$ cat src/rtl/serial_sub_pkg.sv
// Shared types and constants for the bit-serial subtractor.
package serial_sub_pkg;

    localparam int N_DEFAULT = 4;

    typedef enum logic [1:0] {
        IDLE  = 2'd0,
        SHIFT = 2'd1,
        DONE  = 2'd2
    } state_t;

endpackage

$ cat src/rtl/fullsub_cell.sv
// One-bit full subtractor: d = a - b - bin, with borrow-out.
module fullsub_cell (
    input  logic a,
    input  logic b,
    input  logic bin,
    output logic d,
    output logic bout
);

    assign d    = a ^ b ^ bin;
    assign bout = (~a & b) | (~(a ^ b) & bin);

endmodule

$ cat src/rtl/serial_subtractor.sv
// Bit-serial a - b - bin, LSB first, one bit per clock through a single fullsub_cell.
// state | meaning
// IDLE  | ready for a new operation
// SHIFT | one difference bit per clock, N clocks
// DONE  | result valid, one-cycle done pulse
module serial_subtractor
    import serial_sub_pkg::*;
#(
    parameter int N = N_DEFAULT
) (
    input  logic         clk,
    input  logic         reset,
    input  logic         start,
    input  logic [N-1:0] a,
    input  logic [N-1:0] b,
    input  logic         bin,
    output logic         ready,
    output logic         done,
    output logic [N-1:0] d,
    output logic         bout,
    output logic         ovf
);

    localparam int CW = $clog2(N + 1);

    state_t         state_q, state_d;
    logic [CW-1:0]  cnt_q, cnt_d;
    logic [N-1:0]   a_q, a_d, b_q, b_d;
    logic           br_q, br_d;
    logic [N-2:0]   p_q, p_d;
    logic           amsb_q, amsb_d, bmsb_q, bmsb_d;
    logic [N-1:0]   d_q, d_d;
    logic           bout_q, bout_d, ovf_q, ovf_d;

    logic           cell_d, cell_bout;
    logic [N-1:0]   p_full;

    fullsub_cell u_cell (
        .a    (a_q[0]),
        .b    (b_q[0]),
        .bin  (br_q),
        .d    (cell_d),
        .bout (cell_bout)
    );

    // The newest bit enters at the MSB; after N shifts p_full holds the whole difference.
    assign p_full = {cell_d, p_q};

    always_comb begin
        state_d = state_q;
        cnt_d   = cnt_q;
        a_d     = a_q;
        b_d     = b_q;
        br_d    = br_q;
        p_d     = p_q;
        amsb_d  = amsb_q;
        bmsb_d  = bmsb_q;
        d_d     = d_q;
        bout_d  = bout_q;
        ovf_d   = ovf_q;
        case (state_q)
            IDLE: begin
                if (start) begin
                    a_d     = a;
                    b_d     = b;
                    br_d    = bin;
                    amsb_d  = a[N-1];
                    bmsb_d  = b[N-1];
                    p_d     = '0;
                    cnt_d   = '0;
                    state_d = SHIFT;
                end
            end
            SHIFT: begin
                a_d   = a_q >> 1;
                b_d   = b_q >> 1;
                br_d  = cell_bout;
                p_d   = p_full[N-1:1];
                cnt_d = cnt_q + CW'(1);
                if (cnt_q == CW'(N - 1)) begin
                    d_d     = p_full;
                    bout_d  = cell_bout;
                    ovf_d   = (amsb_q != bmsb_q) && (cell_d != amsb_q);
                    state_d = DONE;
                end
            end
            DONE:    state_d = IDLE;
            default: state_d = IDLE;
        endcase
    end

    always_ff @(posedge clk or posedge reset) begin
        if (reset) begin
            state_q <= IDLE;
            cnt_q   <= '0;
            a_q     <= '0;
            b_q     <= '0;
            br_q    <= 1'b0;
            p_q     <= '0;
            amsb_q  <= 1'b0;
            bmsb_q  <= 1'b0;
            d_q     <= '0;
            bout_q  <= 1'b0;
            ovf_q   <= 1'b0;
        end else begin
            state_q <= state_d;
            cnt_q   <= cnt_d;
            a_q     <= a_d;
            b_q     <= b_d;
            br_q    <= br_d;
            p_q     <= p_d;
            amsb_q  <= amsb_d;
            bmsb_q  <= bmsb_d;
            d_q     <= d_d;
            bout_q  <= bout_d;
            ovf_q   <= ovf_d;
        end
    end

    assign ready = (state_q == IDLE);
    assign done  = (state_q == DONE);
    assign d     = d_q;
    assign bout  = bout_q;
    assign ovf   = ovf_q;

endmodule

$ cat config.mk
export PLATFORM = sky130hd
export DESIGN_NAME = serial_subtractor
export DESIGN_NICKNAME = d
export VERILOG_FILES = /design/src/rtl/serial_sub_pkg.sv /design/src/rtl/fullsub_cell.sv /design/src/rtl/serial_subtractor.sv
export SDC_FILE = /design/constraint.sdc
export NUM_CORES = 1
export LEC_CHECK = 0
export BUFFER_PORTS_ARGS = -buffer_cell sky130_fd_sc_hd__clkbuf_2
export CAP_MARGIN = 20
export CORE_MARGIN = 2
export CORE_UTILIZATION = 57
export DETAILED_ROUTE_END_ITERATION = 8
export GPL_TIMING_DRIVEN = 0
export PLACE_DENSITY = 0.81
export RECOVER_POWER = 25
export SETUP_SLACK_MARGIN = 0.05
export SLEW_MARGIN = 20
export SYNTH_ARGS = -nofsm -noshare
export SYNTH_HDL_FRONTEND = slang
export SYNTH_SLANG_ARGS = --single-unit
export TNS_END_PERCENT = 30
$ cat constraint.sdc
create_clock -name clk -period 2.21 [get_ports clk]
set_input_delay 0.3315 -clock clk [delete_from_list [all_inputs] [get_ports clk]]
set_output_delay 0.3315 -clock clk [all_outputs]
set_load 0.005 [all_outputs]
==> key figures, run 1 <==
Power
  – Pleak: approximately 0.00063 µW
  – Power after layout: 1710 µW
  – Worst IR drop on VDD: slightly below 900 µV
  – PwrDens: between 1000 and 1500 nW/µm²

Floorplanning
  – Number of core rows: 16
  – Chip width: around 48 µm
  – Starting utilization of the core area: approximately three fifths
  – I/O pin count: 20
  – Core Area: about 1900 µm²
  – Total Die Area: ~2300 µm²
  – Y dimension of the die: between 40 and 50 µm

Finish
  – Area growth from synthesis to final layout: 14.2%
  – Utilization after layout: about 67%
  – Share of final-layout standard cells stronger than drive strength 1: 30.0%
  – Combined area of the multi-input logic cells: roughly 440 µm²
  – Number of antenna cells inserted: 0
  – Fill cell instance count of the final layout: approximately 140
  – # nets final: between 100 and 150
  – Area of all sequential standard cells: roughly 630 µm²

STA
  – Post-route clock period utilization: between 70% and 80%
  – Final period demand of the worst path: approximately 1600 ps
  – Maximum clock skew at final layout: between 4 and 5 ps
  – Tightest slew margin relative to the limit: between 50% and 60%
  – Setup violation total in the final timing report: 0
  – Hold Fails Final Rpt: 11
  – Transition at the pin with the smallest max-transition slack: ~730 ps
  – Total Neg Setup Slack: 0 ps
  – Number of max-slew violations in the final report: 0
  – WHS: -22.2 ps
  – Timing-limited maximum frequency: just over 0.6 GHz
  – Least setup slack across all paths after layout: around 560 ps
  – RSZ-0062 raised after global routing: false

Global route
  – First-pass GRT wire length: 2970 µm
  – Total track usage: between 10% and 20%
  – Via count of the first global-routing pass: between 600 and 700
  – Antenna violations before repair: 0
  – Total global routing overflow: 0
  – Pin count of the biggest net entering global routing: 26

Clocking
  – Hold-fix buffers at CTS: 0
  – Number of buffers on the longest clock path: 2
  – CTS buffer count: 3
  – Clock transition at path regs: 120 ps
  – CTS tree: built
  – Clock Tree Root: clkbuf_4
  – Count of H-tree levels built during CTS: 1
  – Post_cts resized: 0
  – Clock sink count: 25
  – Later-pin clock latency in the skew report: 310 ps
  – Setup Fix Bufs, Post-CTS: 0

Worst hold path
  – Type of the worst min-delay path: in -> async

Worst setup path
  – Kind of start point of the critical path: flip-flop
  – Critical path capture point type: output pin
  – Category of the critical setup timing path: reg -> out
  – R2r worst-path depth: 5
  – Data arrival, critical path: 1320 ps
  – Maximum fanout count along the critical path: 10
  – Worst reg2reg setup slack: between 600 and 700 ps
  – Worst path required time: ~1900 ps
  – Source of the worst register-to-register timing path: br_q$_DFFE_PP0P_
  – Worst R2R End: ovf$_DFFE_PP0P_

Outcome
  – Violated checks: hold timing
  – Result of the run: finished with violations

Synth
  – Mean cell area of the mapped netlist: ~12 µm²
  – Yosys warns: 0
  – Proportion of synthesized chip area in sequential cells: about 56%
  – Cell area after synthesis: ~1100 µm²
  – Flop and latch count out of synthesis: 25
  – Synthesized Nets: around 110
  – Post-synthesis cell type count: 23
  – Syn Inst Count: 96

Routing
  – Wire per inst: between 10 and 15 µm
  – Count of unresolved DRC violations after routing: 0
  – Post-detailed-route via-to-cell ratio: just over 5
  – Total wirelength of the detailed-routed design: slightly below 2000 µm
  – Detailed-route via count: between 700 and 800
  – Iteration-0 DRC count of the detailed router: 18
  – Remaining antenna violation count after routing: 0
  – Number of optimization iterations in the first detailed-route pass: 4

Placed design
  – Total half-perimeter wirelength after legalization and detailed placement: approximately 1400 µm
  – Gpl congestion: ~0.72
  – Worst slack at placement: between 600 and 700 ps
  – # port buffers: 19

Run
  – Maximum capacitance violations: 0
through the flow:
stage	std cells	cell area [µm²]	hold WS, ps
final	147	1280	-22.2
after floorplan	96	1120	359
after detailed placement	142	1250	471
after global routing	147	1280	1.17
after CTS	146	1270	217
after global placement	142	1250	461
per-layer routing:
metal	global-route usage, %	up-vias	part of all wire (%)
met5	0	-	0
met4	8.11	0	1.3
met3	3.33	4	3.2
met2	31.3	16	49
met1	24.2	361	46
li1	-	382	-
report_power, final:
part           internal (µW)  leakage, µW  switching, µW
Clock                   70.5    0.0000150            125
Combinational            376     0.000294            373
Sequential               653     0.000318            113
Total                   1100     0.000627            611
registers in the layout, summed over array words and instances (netlist names):
register / count
a_q: 4
amsb_q: 1
b_q: 4
bmsb_q: 1
bout: 1
br_q: 1
cnt_q: 3
d: 4
ovf: 1
p_q: 3
state_q: 2
how the worst max path moves through the flow:
| stage | startpoint | to | depth (start not counted) |
|---|---|---|---|
| 6_report | state_q[1]$_DFFE_PP0P_ | done | 3 |
| 5_1_grt | state_q[0]$_DFFE_PP0P_ | done | 4 |
| 4_1_cts | state_q[1]$_DFFE_PP0P_ | done | 3 |
| 3_5_place_dp | br_q$_DFFE_PP0P_ | ovf$_DFFE_PP0P_ | 5 |
| 3_3_place_gp | br_q$_DFFE_PP0P_ | ovf$_DFFE_PP0P_ | 5 |
| 2_1_floorplan | cnt_q[0]$_DFFE_PP0P_ | d[0]$_DFFE_PP0P_ | 4 |
worst max-delay path, cell delays in order, from the launching register on:
cell      delay [ps]
dfrtp_1          490
buf_2            240
nor2b_1          160
clkbuf_2         120
synth_stat cells, drive strengths merged:
cell type	number	share of area, %
mux2	6	6.0
and2b	1	0.90
fa	1	1.8
and3b	1	0.78
nor2	1	1.0
nor2b	4	2.2
nand3b	1	1.8
buf	4	2.2
dfrtp	25	56
nand2	14	4.7
a22oi	5	3.4
o21bai	1	1.7
a2bb2oi	1	0.78
a32o	1	0.90
ha	2	2.2
o21ai	12	5.4
nor3b	1	0.67
a21oi	4	1.8
a22o	4	3.1
inv	6	2.0
nand2b	1	0.56
cell type report:
class | instances | share of cell area (%)
inverter | 6 | 1.76
sequential | 25 | 49.0
timing repair buffer | 20 | 7.75
multi-input combinational | 61 | 34.8
buffer | 4 | 1.96
tap | 27 | 2.65
clock buffer | 4 | 2.06
layout by cell type (no fill, tap or decap), types with 3 or more instances in the layout:
cell	count
inv_1	6
a22o_1	4
clkbuf_4	3
a21oi_1	4
nor2b_1	4
a22oi_1	5
mux2_2	6
dfrtp_1	25
clkbuf_2	19
nand2_1	14
o21ai_0	11
kinds of logic (layout without fill, tap and decap cells):
| group | count (synthesis) | after routing | synth area share, % |
|---|---|---|---|
| AO/OA/AOI/OAI | 28 | 28 | 17.0 |
| adder cells (fa/ha/maj) | 3 | 3 | 4.03 |
| buffers and inverters | 10 | 34 | 4.25 |
| flip-flops | 25 | 25 | 56.0 |
| multiplexers | 6 | 6 | 6.05 |
| AND/OR/NAND/NOR | 24 | 24 | 12.7 |
Power figures use the tool's default switching activity.
==> inputs of run 2 (changes only) <==
CORE_UTILIZATION = 48   (was 57)
PLACE_DENSITY = 0.73   (was 0.81)
clock period = 1.4 ns   (was 2.21 ns; I/O delays follow)
==> run 2 against run 1 <==
  * The flow finishes with violations (setup timing)
  * First-iteration DRC count down 11%
  * Final area up 5.9%
  * Largest cell class unchanged
  * Core utilization down 6.0 points
  * Setup slack worse by 620 ps
  * Sequential power up 59%
  * Total power up 73%
  * Highest routed layer unchanged
  * Non-clock buffer count up 3
  * Via count up 5.4%
  * Clock-buffer cell count down 1
==> key figures, run 2 (same netlist as run 1, synthesis figures left out) <==
Outcome
  – Result of the run: finished with violations
  – Violated checks: setup timing

Worst setup path
  – Worst-path cell with the longest stage delay: fa_2
  – Data arrival, critical path: 1670 ps (+350 ps)
  – Cell-by-cell listing of the critical path: inv_2 > fa_2 > buf_4 > mux2_2
  – Category of cells accounting for the largest share of critical-path delay: adder cells
  – Category of the critical setup timing path: reg -> reg
  – Buffers and inverters on the worst path: 2 (unchanged)
  – Maximum single-stage delay on the critical path: 470 ps (-20 ps)
  – Maximum fanout count along the critical path: 3 (-7)
  – Worst path required time: 1610 ps (-270 ps)
  – Worst reg2reg setup slack: -60 ps (-750 ps)
  – Kind of start point of the critical path: flip-flop
  – Critical path capture point type: flip-flop

Finish
  – Fill cell instance count of the final layout: 198 (+38%)
  – Combined area of the multi-input logic cells: 469 µm² (+5.6%)
  – Leading cell type in the layout, fill and taps excluded: dfrtp_1
  – Share of final-layout standard cells stronger than drive strength 1: 39.0% (+9.0 points)
  – Area of all sequential standard cells: 627 µm² (+0.20%)
  – # nets final: 139 (+2.2%)
  – Number of antenna cells inserted: 0 (unchanged)
  – Post-route cell area: 1350 µm² (+5.9%)
  – Area growth from synthesis to final layout: 20.9%
  – Highest-count cells in the layout ignoring fill and taps: dfrtp_1 (24), clkbuf_2 (18), nand2_1 (14)

Global route
  – Total track usage: 17.8% (-1.1 points)
  – First-pass GRT wire length: 3490 µm (+17%)
  – Via count of the first global-routing pass: 767 (+10%)
  – Antenna violations before repair: 0 (unchanged)
  – Total global routing overflow: 0 (unchanged)
  – Pin count of the biggest net entering global routing: 26 (unchanged)

Placed design
  – # port buffers: 19 (unchanged)
  – Worst slack at placement: -119 ps (-817 ps)
  – Cell area after placement: 1250 µm² (+0.10%)
  – Total half-perimeter wirelength after legalization and detailed placement: 1460 µm (+1.8%)
  – Gpl congestion: 0.752 (+4.7%)

Routing
  – Total wirelength of the detailed-routed design: 2020 µm (+5.2%)
  – Remaining antenna violation count after routing: 0 (unchanged)
  – Post-detailed-route via-to-cell ratio: 5.32 (+2.6%)
  – Iteration-0 DRC count of the detailed router: 16 (-2)
  – Number of optimization iterations in the first detailed-route pass: 4 (unchanged)
  – Wire per inst: 13.4 µm (+2.4%)
  – Detailed-route via count: 804 (+5.4%)
  – Count of unresolved DRC violations after routing: 0 (unchanged)

Clocking
  – CTS buffer count: 3 (unchanged)
  – Later-pin clock latency in the skew report: 310 ps (about the same)
  – Count of H-tree levels built during CTS: 1 (unchanged)
  – CTS tree: built
  – Clock transition at path regs: 130 ps (about the same)
  – Clock sink count: 25 (unchanged)
  – Clock Tree Root: clkbuf_4
  – Hold-fix buffers at CTS: 0 (unchanged)
  – Number of buffers on the longest clock path: 2 (unchanged)

STA
  – Number of max-slew violations in the final report: 0 (unchanged)
  – Tightest slew margin relative to the limit: 38.9% (-13 points)
  – Post-route clock period utilization: 104%
  – Total Neg Setup Slack: -98.5 ps (-98.5 ps)
  – Timing-limited maximum frequency: roughly 0.69 GHz
  – Least setup slack across all paths after layout: -59.4 ps (-622 ps)
  – Final period demand of the worst path: about 1500 ps
  – Hold Fails Final Rpt: 0 (-11)
  – Transition at the pin with the smallest max-transition slack: 916 ps (+189 ps)
  – Setup violation total in the final timing report: 4 (+4)
  – Maximum clock skew at final layout: 4.36 ps (+0.277 ps)
  – RSZ-0062 raised after global routing: true

Power
  – Pleak: 0.000652 µW (+4.0%)
  – Sequential fraction of design power: 41.3% (-3.5 points)
  – Combinational group share of total power: 48.1% (+4.3 points)
  – Worst IR drop on VDD: 1120 µV (+29%)
  – P_int: 1910 µW (+74%)
  – Switching part of the total: 35.5% (-0.27 points)
  – Psw: 1050 µW (+71%)
  – PwrDens: 2190 nW/µm² (+63%)
  – Clock share of power: 10.6% (-0.8 points)

Floorplanning
  – Y dimension of the die: 52.2 µm (+8.2%)
  – Number of core rows: 17 (+1)
  – Core Area: 2210 µm² (+16%)
  – Starting utilization of the core area: 50.5% (-8.2 points)
  – Total Die Area: 2730 µm² (+17%)
  – I/O pin count: 20 (unchanged)
  – Chip width: 52.2 µm (+8.2%)

Run
  – Maximum capacitance violations: 0 (unchanged)

Worst hold path
  – Type of the worst min-delay path: in -> async
==> run 2: power by group through the flow <==
stage | Sequential [µW] | Combinational [µW] | Clock (µW)
2_1_floorplan | 1190 | 867 | 0
4_1_cts | 1230 | 1320 | 320
3_3_place_gp | 1210 | 1140 | 0
3_5_place_dp | 1230 | 1190 | 0
5_1_grt | 1260 | 1600 | 348
6_report | 1220 | 1420 | 312
==> run 2: path summary, 6_finish.rpt <==
check | cells after the start | from | end
max reg2reg | 4 | b_q[0]$_DFFE_PP0P_ | d[3]$_DFFE_PP0P_
max | 4 | b_q[0]$_DFFE_PP0P_ | d[3]$_DFFE_PP0P_
min | 2 | reset | bout$_DFFE_PP0P_
min reg2reg | 2 | b_q[1]$_DFFE_PP0P_ | b_q[1]$_DFFE_PP0P_
min in group clk | 2 | a[3] | amsb_q$_DFFE_PP0P_
max in group asynchronous | 2 | reset | state_q[1]$_DFFE_PP0P_
==> run 2: through the flow <==
| step | utilization [%] | hold WS (ps) | total power, µW | std cells |
|---|---|---|---|---|
| after floorplan | - | 237 | 2060 | 96 |
| after detailed placement | 56.4 | 447 | 2430 | 143 |
| after global placement | 56.4 | 437 | 2350 | 143 |
| after CTS | 59.4 | 101 | 2860 | 148 |
| after global routing | 61.1 | 143 | 3210 | 151 |
| final | 61.1 | 60.5 | 2950 | 151 |
==> run 2: worst reg2reg max path: stages, from the launching register on <==
cell and delay (ps):
dfrtp_1 410, inv_2 60, fa_2 470, buf_4 170, mux2_2 250
==> run 2: timing repair <==
| action | CTS | global route |
|---|---|---|
| setup endpoints to repair | 7 | 6 |
| pin swaps | 2 | 1 |
| resized for setup | 12 | 5 |
| setup buffers | 1 | 3 |
==> run 2: per-layer routing <==
| layer | share of wire [%] | track usage [%] |
|---|---|---|
| met5 | 0 | 0 |
| met4 | 0.69 | 6.41 |
| met3 | 2.5 | 3.43 |
| met2 | 50 | 30.4 |
| met1 | 47 | 22.5 |
==> run 2: cell type report <==
cell class | instances | share of cell area, %
sequential | 25 | 46.4
multi-input combinational | 61 | 34.7
timing repair buffer | 23 | 9.26
buffer | 4 | 3.33
tap | 28 | 2.59
clock buffer | 3 | 1.67
inverter | 6 | 1.67
clock inverter | 1 | 0.370
==> inputs of run 3 (changes only) <==
CORE_UTILIZATION = 51   (was 48)
CTS_BUF_LIST = sky130_fd_sc_hd__clkbuf_4   (was not set)
PLACE_DENSITY = 0.77   (was 0.73)
SLEW_MARGIN = not set   (was 20)
==> run 3 against run 2 <==
  * The run still ends with setup timing left
  * Largest cell class unchanged
  * Largest power group unchanged
  * Sequential power hardly changed
  * Hold slack better by 1.3 ps
  * Core utilization rose by 11 points
  * Sequential share of layout area decreased by 3.3 points
  * Clock power increased by 7.4%
==> key figures, run 3 (same netlist as run 1, synthesis figures left out) <==
Outcome
  – Result of the run: finished with violations
  – Violated checks: setup timing

Clocking
  – Hold-fix buffers at CTS: 0 (unchanged)
  – Clock sink count: 25 (unchanged)
  – Count of H-tree levels built during CTS: 1 (unchanged)
  – CTS buffer count: 3 (unchanged)
  – Later-pin clock latency in the skew report: 310 ps (about the same)
  – Clock Tree Root: clkbuf_4
  – Number of buffers on the longest clock path: 2 (unchanged)
  – CTS tree: built
  – Clock transition at path regs: 130 ps (about the same)

Finish
  – Post-route cell area: 1460 µm² (+7.7%)
  – Utilization after layout: 72.0% (+11 points)
  – Area growth from synthesis to final layout: 30.2%
  – Highest-count cells in the layout ignoring fill and taps: dfrtp_1 (24), clkbuf_2 (18), nand2_1 (14)
  – # nets final: 148 (+6.5%)
  – Share of final-layout standard cells stronger than drive strength 1: 43.2% (+4.2 points)
  – Leading cell type in the layout, fill and taps excluded: dfrtp_1
  – Number of antenna cells inserted: 0 (unchanged)
  – Fill cell instance count of the final layout: 135 (-32%)

STA
  – Number of max-slew violations in the final report: 0 (unchanged)
  – Hold Fails Final Rpt: 0 (unchanged)
  – Post-route clock period utilization: 101% (-3.3 points)
  – Timing-limited maximum frequency: 0.707 GHz (+3.2%)
  – Setup violation total in the final timing report: 1 (-3)
  – Total Neg Setup Slack: -13.4 ps (+85.1 ps)
  – Tightest slew margin relative to the limit: 38.2% (-0.70 points)
  – RSZ-0062 raised after global routing: true
  – Maximum clock skew at final layout: 3.39 ps (-0.974 ps)
  – Least setup slack across all paths after layout: -13.4 ps (+45.9 ps)
  – Transition at the pin with the smallest max-transition slack: 926 ps (+10.5 ps)
  – Final period demand of the worst path: 1410 ps (-45.9 ps)

Worst setup path
  – Category of the critical setup timing path: reg -> reg
  – Worst reg2reg setup slack: -10 ps (+50 ps)
  – Buffers and inverters on the worst path: 1 (-1)
  – Worst path required time: 1650 ps (+40 ps)
  – Maximum fanout count along the critical path: 4 (+1)
  – Cell-by-cell listing of the critical path: inv_2 > fa_2 > nor2b_4 > a21oi_1 > o21ai_1
  – Data arrival, critical path: 1670 ps (about the same)
  – Category of cells accounting for the largest share of critical-path delay: adder cells
  – Kind of start point of the critical path: flip-flop
  – Worst-path cell with the longest stage delay: fa_2
  – Critical path capture point type: flip-flop
  – Maximum single-stage delay on the critical path: 610 ps (+140 ps)

Global route
  – Pin count of the biggest net entering global routing: 26 (unchanged)
  – Via count of the first global-routing pass: 774 (+0.91%)
  – Antenna violations before repair: 0 (unchanged)
  – Total track usage: 18.8% (+1.0 points)
  – First-pass GRT wire length: 3500 µm (+0.20%)
  – Total global routing overflow: 0 (unchanged)

Worst hold path
  – Type of the worst min-delay path: in -> async

Power
  – Pleak: 0.000721 µW (+10%)
  – Worst IR drop on VDD: 1250 µV (+12%)
  – PwrDens: 2240 nW/µm² (+2.3%)
  – Power after layout: 3250 µW (+10%)

Floorplanning
  – Core Area: 2020 µm² (-8.6%)
  – Chip width: 50.8 µm (-2.8%)
  – I/O pin count: 20 (unchanged)
  – Starting utilization of the core area: 55.3% (+4.8 points)
  – Total Die Area: 2580 µm² (-5.4%)
  – Y dimension of the die: 50.8 µm (-2.8%)
  – Number of core rows: 16 (-1)

Routing
  – Number of optimization iterations in the first detailed-route pass: 4 (unchanged)
  – Remaining antenna violation count after routing: 0 (unchanged)
  – Post-detailed-route via-to-cell ratio: 5.40 (+1.5%)
  – Count of unresolved DRC violations after routing: 0 (unchanged)
  – Total wirelength of the detailed-routed design: 2290 µm (+13%)
  – Detailed-route via count: 859 (+6.8%)
  – Iteration-0 DRC count of the detailed router: 23 (+7)
  – Wire per inst: 14.4 µm (+7.5%)

Placed design
  – Gpl congestion: 0.764 (+1.6%)
  – Cell area after placement: 1250 µm² (-0.10%)
  – # port buffers: 19 (unchanged)
  – Total half-perimeter wirelength after legalization and detailed placement: 1420 µm (-2.7%)

Run
  – Maximum capacitance violations: 0 (unchanged)
==> run 3: changes by cell type in the layout (fill, tap and decap cells not counted), sizes merged <==
cell    before  now
buf          9   17
clkbuf      21   22
clkinv       1    0
nand3b       1    2
==> run 3: stage by stage <==
| stage | hold slack [ps] | worst slack, ps | cells |
|---|---|---|---|
| floorplan | 237 | 53.1 | 96 |
| global placement | 427 | -17.4 | 142 |
| detailed placement | 436 | -62.0 | 142 |
| CTS | 80.4 | -34.2 | 155 |
| global route | 132 | -69.6 | 159 |
| finish | 61.8 | -13.4 | 159 |
==> run 3: area by class of cell <==
type | count | area, µm² | share of cell area, %
timing repair buffer | 31 | 201 | 13.8
sequential | 25 | 627 | 43.1
multi-input combinational | 62 | 495 | 34.0
inverter | 6 | 22.5 | 1.55
clock buffer | 4 | 30.0 | 2.06
buffer | 4 | 45.0 | 3.10
tap | 27 | 33.8 | 2.32
==> run 3: metal layers <==
layer / share of wire [%] / track usage [%] / up-vias
li1: - / - / 412
met1: 46 / 26.4 / 430
met2: 51 / 28.5 / 13
met3: 2.1 / 2.68 / 4
met4: 1.7 / 9.46 / 0
met5: 0 / 0 / -
==> run 3: where the power goes <==
| part | leakage [µW] | internal [µW] | switching [µW] |
|---|---|---|---|
| combinational | 0.000385 | 983 | 711 |
| clock | 0.0000184 | 131 | 204 |
| sequential | 0.000317 | 1030 | 193 |
| total | 0.000721 | 2150 | 1110 |
==> run 3: final timing paths <==
path                                   from                      to  cells after the start
hold reg to reg             ovf$_DFFE_PP0P_         ovf$_DFFE_PP0P_                      2
max in group asynchronous             reset  state_q[1]$_DFFE_PP0P_                      2
min in group clk                       b[3]      bmsb_q$_DFFE_PP0P_                      2
setup / recovery           br_q$_DFFE_PP0P_         ovf$_DFFE_PP0P_                      5
setup reg to reg           br_q$_DFFE_PP0P_         ovf$_DFFE_PP0P_                      5
hold / removal                        reset  state_q[0]$_DFFE_PP0P_                      2
==> run 3: timing repair <==
item / CTS / global route
endpoints found under the setup margin: 6 / 15
gates resized for setup: 10 / 11
setup buffers: 8 / 4
pin swaps: 3 / 5
cloned: 1 / 0
